===== src/rtl/jpeg_pkg.sv =====
// Shared JPEG scan constants and the bit-window destuffer state type.
package jpeg_pkg;

    localparam logic [7:0] JPEG_MARKER_PREFIX = 8'hFF;
    localparam logic [7:0] JPEG_STUFF_BYTE    = 8'h00;
    localparam logic [7:0] JPEG_RST_FIRST     = 8'hD0;
    localparam logic [7:0] JPEG_RST_LAST      = 8'hD7;
    localparam logic [7:0] JPEG_EOI           = 8'hD9;

    typedef enum logic [1:0] {
        StNormal,
        StPendFf,
        StHalt
    } bitwin_state_t;

    function automatic logic is_rst_marker(input logic [7:0] code);
        return (code >= JPEG_RST_FIRST) && (code <= JPEG_RST_LAST);
    endfunction

endpackage


===== src/rtl/jpeg_destuff.sv =====
// Removes 0xFF00 stuffing and halts on the first real marker; emits one append strobe per
// data byte.
module jpeg_destuff
    import jpeg_pkg::*;
(
    input  logic       clk,
    input  logic       rst,
    input  logic [7:0] byte_in,
    input  logic       accept,
    output logic       append_valid,
    output logic [7:0] append_byte,
    output logic       halt,
    output logic       halt_next,
    output logic       marker_found,
    output logic [7:0] marker_code
);

    bitwin_state_t state_q;
    logic          is_marker;

    always_comb begin
        append_valid = 1'b0;
        append_byte  = byte_in;
        is_marker    = 1'b0;
        if (accept) begin
            unique case (state_q)
                StNormal: append_valid = (byte_in != JPEG_MARKER_PREFIX);
                StPendFf: begin
                    if (byte_in == JPEG_STUFF_BYTE) begin
                        append_valid = 1'b1;
                        append_byte  = JPEG_MARKER_PREFIX;
                    end else if (byte_in != JPEG_MARKER_PREFIX) begin
                        is_marker = 1'b1;
                    end
                end
                default: ;
            endcase
        end
    end

    assign halt      = (state_q == StHalt);
    assign halt_next = halt || is_marker;

    always_ff @(posedge clk) begin
        if (rst) begin
            state_q      <= StNormal;
            marker_found <= 1'b0;
            marker_code  <= 8'h00;
        end else if (accept) begin
            unique case (state_q)
                StNormal: if (byte_in == JPEG_MARKER_PREFIX) state_q <= StPendFf;
                StPendFf: begin
                    if (byte_in == JPEG_STUFF_BYTE) begin
                        state_q <= StNormal;
                    end else if (byte_in != JPEG_MARKER_PREFIX) begin
                        state_q      <= StHalt;
                        marker_found <= 1'b1;
                        marker_code  <= byte_in;
                    end
                end
                default: ;
            endcase
        end
    end

endmodule


===== src/rtl/jpeg_bit_window.sv =====
// Left-aligned bit buffer feeding a 16-bit look-ahead window to the Huffman decoder.
// Optional JPEG_BITWIN_MARKER_PAD_EN: 1-pad the window tail once a marker halts the stream.
module jpeg_bit_window
    import jpeg_pkg::*;
#(
    parameter int unsigned BUF_W = 32
) (
    input  logic        clk,
    input  logic        rst,
    input  logic [7:0]  byte_in,
    input  logic        byte_valid,
    output logic        byte_ready,
    input  logic        consume,
    input  logic [4:0]  consume_len,
    output logic [15:0] code,
    output logic        code_valid,
    output logic [5:0]  bits_avail,
    output logic        marker_found,
    output logic [7:0]  marker_code,
    output logic        underflow
);

    localparam logic [5:0] FillMax = 6'(BUF_W - 8);

    logic [BUF_W-1:0] buf_q, buf_d, sh_buf;
    logic [5:0]       fill_q, fill_d, sh_fill;
    logic             accept, shift_ok, append_valid, halt, halt_next;
    logic [7:0]       append_byte;
    logic [15:0]      code_d;
    logic             code_valid_d;

    assign byte_ready = !rst && !halt && (fill_q <= FillMax);
    assign accept     = byte_valid && byte_ready;
    assign shift_ok   = consume && ({1'b0, consume_len} <= fill_q);

    jpeg_destuff u_destuff (
        .clk          (clk),
        .rst          (rst),
        .byte_in      (byte_in),
        .accept       (accept),
        .append_valid (append_valid),
        .append_byte  (append_byte),
        .halt         (halt),
        .halt_next    (halt_next),
        .marker_found (marker_found),
        .marker_code  (marker_code)
    );

    // Shift first, then the new byte lands directly below the surviving bits.
    always_comb begin
        sh_buf  = shift_ok ? (buf_q << consume_len) : buf_q;
        sh_fill = shift_ok ? (fill_q - {1'b0, consume_len}) : fill_q;
        buf_d   = sh_buf;
        fill_d  = sh_fill;
        if (append_valid) begin
            buf_d  = sh_buf | ({append_byte, {(BUF_W-8){1'b0}}} >> sh_fill);
            fill_d = sh_fill + 6'd8;
        end
    end

    always_comb begin
        code_d       = buf_d[BUF_W-1 -: 16];
        code_valid_d = (fill_d >= 6'd16);
`ifdef JPEG_BITWIN_MARKER_PAD_EN
        if (halt_next) begin
            code_d       = code_d | (16'hFFFF >> fill_d);
            code_valid_d = code_valid_d || (fill_d != 6'd0);
        end
`endif
    end

    always_ff @(posedge clk) begin
        if (rst) begin
            buf_q      <= '0;
            fill_q     <= '0;
            code       <= '0;
            code_valid <= 1'b0;
            bits_avail <= '0;
            underflow  <= 1'b0;
        end else begin
            buf_q      <= buf_d;
            fill_q     <= fill_d;
            code       <= code_d;
            code_valid <= code_valid_d;
            bits_avail <= fill_d;
            underflow  <= consume && !shift_ok;
        end
    end

endmodule


===== config.mk =====
export PLATFORM = sky130hd
export DESIGN_NAME = jpeg_bit_window
export DESIGN_NICKNAME = d
export VERILOG_FILES = /design/src/rtl/jpeg_pkg.sv /design/src/rtl/jpeg_destuff.sv /design/src/rtl/jpeg_bit_window.sv
export SDC_FILE = /design/constraint.sdc
export NUM_CORES = 1
export LEC_CHECK = 0
export CORE_MARGIN = 2
export CORE_UTILIZATION = 58
export DETAILED_ROUTE_END_ITERATION = 16
export PLACE_DENSITY_LB_ADDON = 0.2
export SETUP_SLACK_MARGIN = 0.15
export SLEW_MARGIN = 40
export SYNTH_ARGS = -nofsm -noshare
export SYNTH_HDL_FRONTEND = slang
export SYNTH_SLANG_ARGS = --single-unit

===== constraint.sdc =====
create_clock -name clk -period 6.5 [get_ports clk]
set_input_delay 1.95 -clock clk [delete_from_list [all_inputs] [get_ports clk]]
set_output_delay 1.95 -clock clk [all_outputs]
set_load 0.02 [all_outputs]

**Word-level counts from Yosys, hierarchy flattened**

Index checks and enable logic that the tools add are counted.

- Flip-flop bits (word level): 67
- Latch bits: 0
- Memory bits (writable): 0
- ROM bits: 0
- Input bits: 17
- Output and inout bits: 34
- Logic and storage cells: 50
- Memories: 0

- Add/sub/neg operators: 2
- $mul: 0
- Divide/modulo/power cells: 0
- Magnitude comparators: 3
- Equality and inequality tests: 6
- Shift-type cells: 2
- Muxes and demuxes: 14
- Bitwise logic cells: 2
- Reduce and logical (&&, ||, !) cells: 13

Operators by type and width:

| cell | count |
|---|---|
| $mux 32 | 2 |
| $or 32x32->32 | 1 |
| $shl 32x5->32 | 1 |
| $shr 32x6->32 | 1 |
| $mux 8 | 3 |
| $mux 6 | 2 |
| $eq 8x8->1 const B | 1 |
| $logic_not 8->1 | 1 |
| $ne 8x8->1 const B | 1 |
| $reduce_and 4->1 | 2 |
| $add 6x4->6 const B | 1 |
| $ge 6x5->1 const B | 1 |
| $le 5x6->1 | 1 |
| $le 6x5->1 const B | 1 |
| $mux 2 | 3 |
| $sub 6x5->6 | 1 |
| $logic_and 1x1->1 | 5 |
| $pmux 2 s2 | 1 |
| $logic_not 1->1 | 3 |
| $ne 3x1->1 const B | 1 |
| $eq 2x1->1 const B | 1 |
| $eq 2x2->1 const B | 1 |
| $logic_not 2->1 | 1 |
| $mux 1 | 2 |
| 4 further kinds | 4 |

**Logic depth before layout (Yosys ltp)**

- Depth after elaboration: 9
- Depth in mapped cells: 16
- Mapped depth without buffers: 13

**By module**

A second synthesis with hierarchy kept.

- Cell total of the unflattened synthesis: 611
- Area, all modules: 5336.4 µm²

Modules (own cells, without submodules):

| module | instances | cells an instance | area an instance (µm²) | seq. area each (µm²) |
|---|---|---|---|---|
| jpeg_bit_window | 1 | 546 | 4725.8 | 800.8 |
| jpeg_destuff | 1 | 65 | 610.6 | 220.2 |

**Worst setup path after synthesis**

OpenSTA, ideal clock, no wires.

- Path type: input to register
- Start: input consume_len[2]
- End: register code_valid
- Setup time: 123 ps
- Arrival: 5158 ps
- Required time: 6377 ps
- Path slack: 1218 ps
- Stages: 16
- Path buffers: 4
- Cell sequence: clkbuf_1 > inv_1 > buf_1 > buf_1 > ha_1 > nand3_1 > nor2_1 > o21ai_4 > nor3_1 > a21oi_2 > inv_1 > buf_2 > ha_1 > a21oi_1 > nor2_1 > or2_2

- Word-level cells in the longest chain between the ends: 6
- Elaborated cells on any way between the ends: 7
- Those cells by class: add/sub: 2; order compare: 2; mux: 2; reduce/logical: 1

RTL lines:

| element | RTL line | RTL |
|---|---|---|
| start, declared | jpeg_bit_window.sv:14 | `input logic [4:0] consume_len,` |
| $le 5x6->1 | jpeg_bit_window.sv:34 | `assign shift_ok = consume && ({1'b0, consume_len} <= fill_q);` |
| $logic_and 1x1->1 | jpeg_bit_window.sv:34 |  |
| $mux 6 (*) | jpeg_bit_window.sv:52 | `sh_fill = shift_ok ? (fill_q - {1'b0, consume_len}) : fill_q;` |
| $add 6x4->6 | jpeg_bit_window.sv:57 | `fill_d = sh_fill + 6'd8;` |
| $mux 6 (*) | jpeg_bit_window.sv:55 | `if (append_valid) begin` |
| $ge 6x5->1 (*) | jpeg_bit_window.sv:63 | `code_valid_d = (fill_d >= 6'd16);` |
| end signal, assigned | jpeg_bit_window.sv:84 | `code_valid <= code_valid_d;` |
| end, declared | jpeg_bit_window.sv:16 | `output logic code_valid,` |

Mark *: on every way between the ends. The rest lies on a longest branch, timed or not.
A chain may end at the register's enable or synchronous reset.

**Worst setup path after layout**

- Start: input consume_len[4]
- End: register buf_q[11]

- Word-level cells in the longest chain between the ends: 6
- Elaborated cells on any way between the ends: 9
- Those cells by class: add/sub: 1; order compare: 1; shift: 2; mux: 3; bitwise: 1; reduce/logical: 1

RTL lines:

| element | RTL line | RTL |
|---|---|---|
| $le 5x6->1 | jpeg_bit_window.sv:34 |  |
| $logic_and 1x1->1 | jpeg_bit_window.sv:34 |  |
| $mux 6 | jpeg_bit_window.sv:52 |  |
| $shr 32x6->32 | jpeg_bit_window.sv:56 | `buf_d = sh_buf \| ({append_byte, {(BUF_W-8){1'b0}}} >> sh_fill);` |
| $or 32x32->32 | jpeg_bit_window.sv:56 |  |
| $mux 32 (*) | jpeg_bit_window.sv:55 |  |
| end signal, assigned | jpeg_bit_window.sv:81 | `buf_q <= buf_d;` |
| end, declared | jpeg_bit_window.sv:25 | `logic [BUF_W-1:0] buf_q, buf_d, sh_buf;` |

Marked as above.

==> results.yml <==
power_and_ir_drop:
  switchingPower_uw: 539
  irDropWorstVdd_mv: 0.153
  p_int_uw: 713
  clkPwrFrac_pct: 18.6
  power_switching_share_pct: 43.0
  seqPwrFrac_pct: 32.7
  p_leak_uw: 0.00184
  combPwrFrac_pct: 48.8
  power_density_nw_per_um2: 239
sta:
  min_period_ns: 5.72
  layout_setup_ws_ns: 0.777
  rsz0062_at_grt: "false"
  hold_violations: 0
  tns_ns: 0
  setup_viol: 0
  fmax_mhz: 175
  period_share_pct: 88.1
  final.setup_skew_ns: 0.00799
  slew_headroom_pct: 52.5
  tightest_slew_ns: 0.713
  slew_viol_final: 0
global_routing:
  grt_max_degree: 46
  grt_usage_pct: 36.7
  overflow: 0
  grt_pass1_wl_mm: 25.3
  antenna_found_initial: 0
  grt_pass1_vias: 4776
worst_setup_path:
  cp_max_fo: 10
  slowest_delay_ns: 0.70
  crit_required_ns: 6.74
  setup.worst_path.end_class: "register"
  worstPathArrival_ns: 5.97
  worstSetupPathType: "in -> reg"
  worst_r2r_endpoint: "code_valid"
  critPathLaunchType: "input pin"
  worstPathCellList: "clkdlybuf4s50_1 > clkinv_1 > ha_1 > a211oi_1 > and2_1 > a21boi_1 > nor2_1 > o21ai_0 > a221oi_1 > a222oi_1 > a21oi_1"
  slowest_stage: "a221oi_1"
  r2r-start: "fill_q[0]"
  r2r_cells: 13
  reg2reg_setup_slack_ns: 2.61
placed_design:
  gp_congestion: 0.995
  post-place-ws_ns: 0.646
  port_buffers: 50
  hpwl_mm: 11.9
synth:
  synth-seq-cells: 51
  async_reset_ff_share_pct: 0
  synth_fa_ha_area_share_pct: 2.03
  muxShareOfSynthArea_pct: 20.3
  syn-num-nets: 606
  yosys_warnings: 0
  avgSynthCellArea_sq_um: 8.07
  netlist_instances: 582
  synthSimpleGateAreaFrac_pct: 20.4
  synth_top_cell_area_share_pct: 21.7
  synth_compound_area_share_pct: 27.8
  synthXorXnorAreaFrac_pct: 0.373
  synth_area_sq_um: 4700
  ys_seq_area_share_pct: 21.7
  yosys-top-cells-area: "dfxtp_1 (22%), mux4_2 (12%), mux2i_1 (6.2%)"
  synth_edf_count: 0
  synth_top_cell_by_area: "dfxtp_1"
  synthFlopType: "dfxtp_1"
  synth_top_family_by_area: "compound AO/OA/AOI/OAI gates"
  synthDistinctLibCells: 74
floorplan:
  ioPinCount: 51
  initial_core_util_pct: 60.5
  die_area_sq_um: 8830
  num_rows: 32
  fp.dieH_microns: 94.0
  dieWidth_microns: 94.0
  core_area_sq_um: 7770
drt:
  wl_mm: 15.9
  ant_nets: 0
  route.detailed.wl_per_inst_microns: 22.7
  first_iter_violations: 642
  remaining_drc_errors: 0
  via_count: 4994
  firstDrtPassIters: 6
  via_per_inst: 7.15
worst_hold_path:
  hold_path_depth: 2
  min-delay-start: "u_destuff.marker_found"
  hold_path_end: "u_destuff.marker_found"
  hold_path_class: "reg -> reg"
clock_tree:
  clk_pin_slew_ns: 0.10
  hold_buffers: 0
  cts-root-buf: "clkbuf_8"
  clockBufferDepth: 2
  cts_sinks: 51
  ctsHtreeMaxLevel: 2
  postCtsResizedCells: 0
  tritoncts: "built"
  clock_insertion_delay_worst_skew_ns: 0.31
  cts_buffers: 5
  post_cts_buffers: 0
layout:
  final_cell_mix: "nand2_1 (69), nor2_1 (57), dfxtp_1 (51)"
  fin_nets: 619
  final_common_cell: "nand2_1"
  final.fill_count: 652
  num_antenna_cells: 0
  drive_gt1_share_pct: 12.8
  syn_to_final_growth_pct: 11.7
  utilization_pct: 67.5
run:
  drv_cap: 0
run_status:
  status: "finished clean"
critical path: cells and delay by family:
kind	cells	cell delay [ns]
AND/OR/NAND/NOR	2	0.80
AO/OA/AOI/OAI	6	1.97
buffers and inverters	2	0.76
adder cells (fa/ha/maj)	1	0.48
routing by layer:
metal | track usage [%] | part of all wire, % | up-vias
met5 | 0 | 0 | -
met4 | 21.5 | 6.8 | 0
met3 | 5.70 | 9.3 | 91
met2 | 59.5 | 46 | 382
met1 | 46.1 | 38 | 2285
li1 | - | - | 2236
worst max-delay path by stage:
stage | start | to | slack, ns | cells after the start
after CTS | rst | byte_ready | 0.97 | 3
after floorplan | consume_len[2] | code_valid | 1.22 | 16
after detailed placement | consume_len[4] | buf_q[11] | 0.65 | 11
after global placement | consume_len[4] | buf_q[11] | 0.67 | 11
after global routing | consume_len[4] | code_valid | 0.50 | 13
final | consume_len[4] | buf_q[11] | 0.78 | 11
registers in the layout, indices dropped and copies added (netlist names):
signal                  cells
code_valid                  1
u_destuff.marker_code       8
code                       16
underflow                   1
buf_q                      16
u_destuff.state_q           2
u_destuff.marker_found      1
fill_q                      6
power by group through the flow:
stage               clock, uW  sequential [uW]  combinational, uW
floorplan                   0              394                431
finish                    233              409                610
detailed placement          0              412                589
global placement            0              412                588
CTS                       234              405                592
global route              246              411                657
metrics by stage:
step | hold slack, ns | power (uW) | instance area (sq um) | std cells
after global placement | 0.451 | 1000 | 5120 | 690
after CTS | 0.495 | 1230 | 5240 | 698
after floorplan | 0.449 | 825 | 4700 | 582
after global routing | 0.513 | 1310 | 5250 | 698
after detailed placement | 0.469 | 1000 | 5130 | 690
final | 0.492 | 1250 | 5250 | 698
cells by family (layout without fill, tap and decap cells):
| family | after synthesis | count (layout) |
|---|---|---|
| AND/OR/NAND/NOR | 202 | 202 |
| XOR/XNOR | 2 | 2 |
| AO/OA/AOI/OAI | 189 | 189 |
| buffers and inverters | 69 | 83 |
| flip-flops | 51 | 51 |
| adder cells (fa/ha/maj) | 7 | 7 |
| multiplexers | 62 | 62 |
Yosys cell counts (4+ instances only):
library cell and instances:
nand2_1 69, nor2_1 58, dfxtp_1 51, a21oi_1 43
o21ai_0 34, mux2i_1 29, mux4_2 26, clkbuf_1 24
buf_4 17, nand3_1 16, a31oi_1 10, and3_1 10
o22ai_1 10, a211oi_1 9, buf_2 9, inv_1 9
nor3_1 9, nand4_1 8, o211ai_1 8, o32ai_1 8
mux2_2 7, and2_1 6, buf_1 6, ha_1 6
a221oi_1 5, nor4_1 5, o21a_1 5, a21boi_0 4
a22o_1 4, o221ai_1 4, or3_1 4
area by class of cell:
class                      count  area, sq um  area share [%]
multi-input combinational    462         3340            63.7
sequential                    51         1020            19.5
timing repair buffer          63          593            11.3
tap                          102          128            2.43
clock buffer                   5         68.8            1.31
clock inverter                 3         46.3           0.883
inverter                      12         45.0           0.859
(Power assumes the default switching activity.)
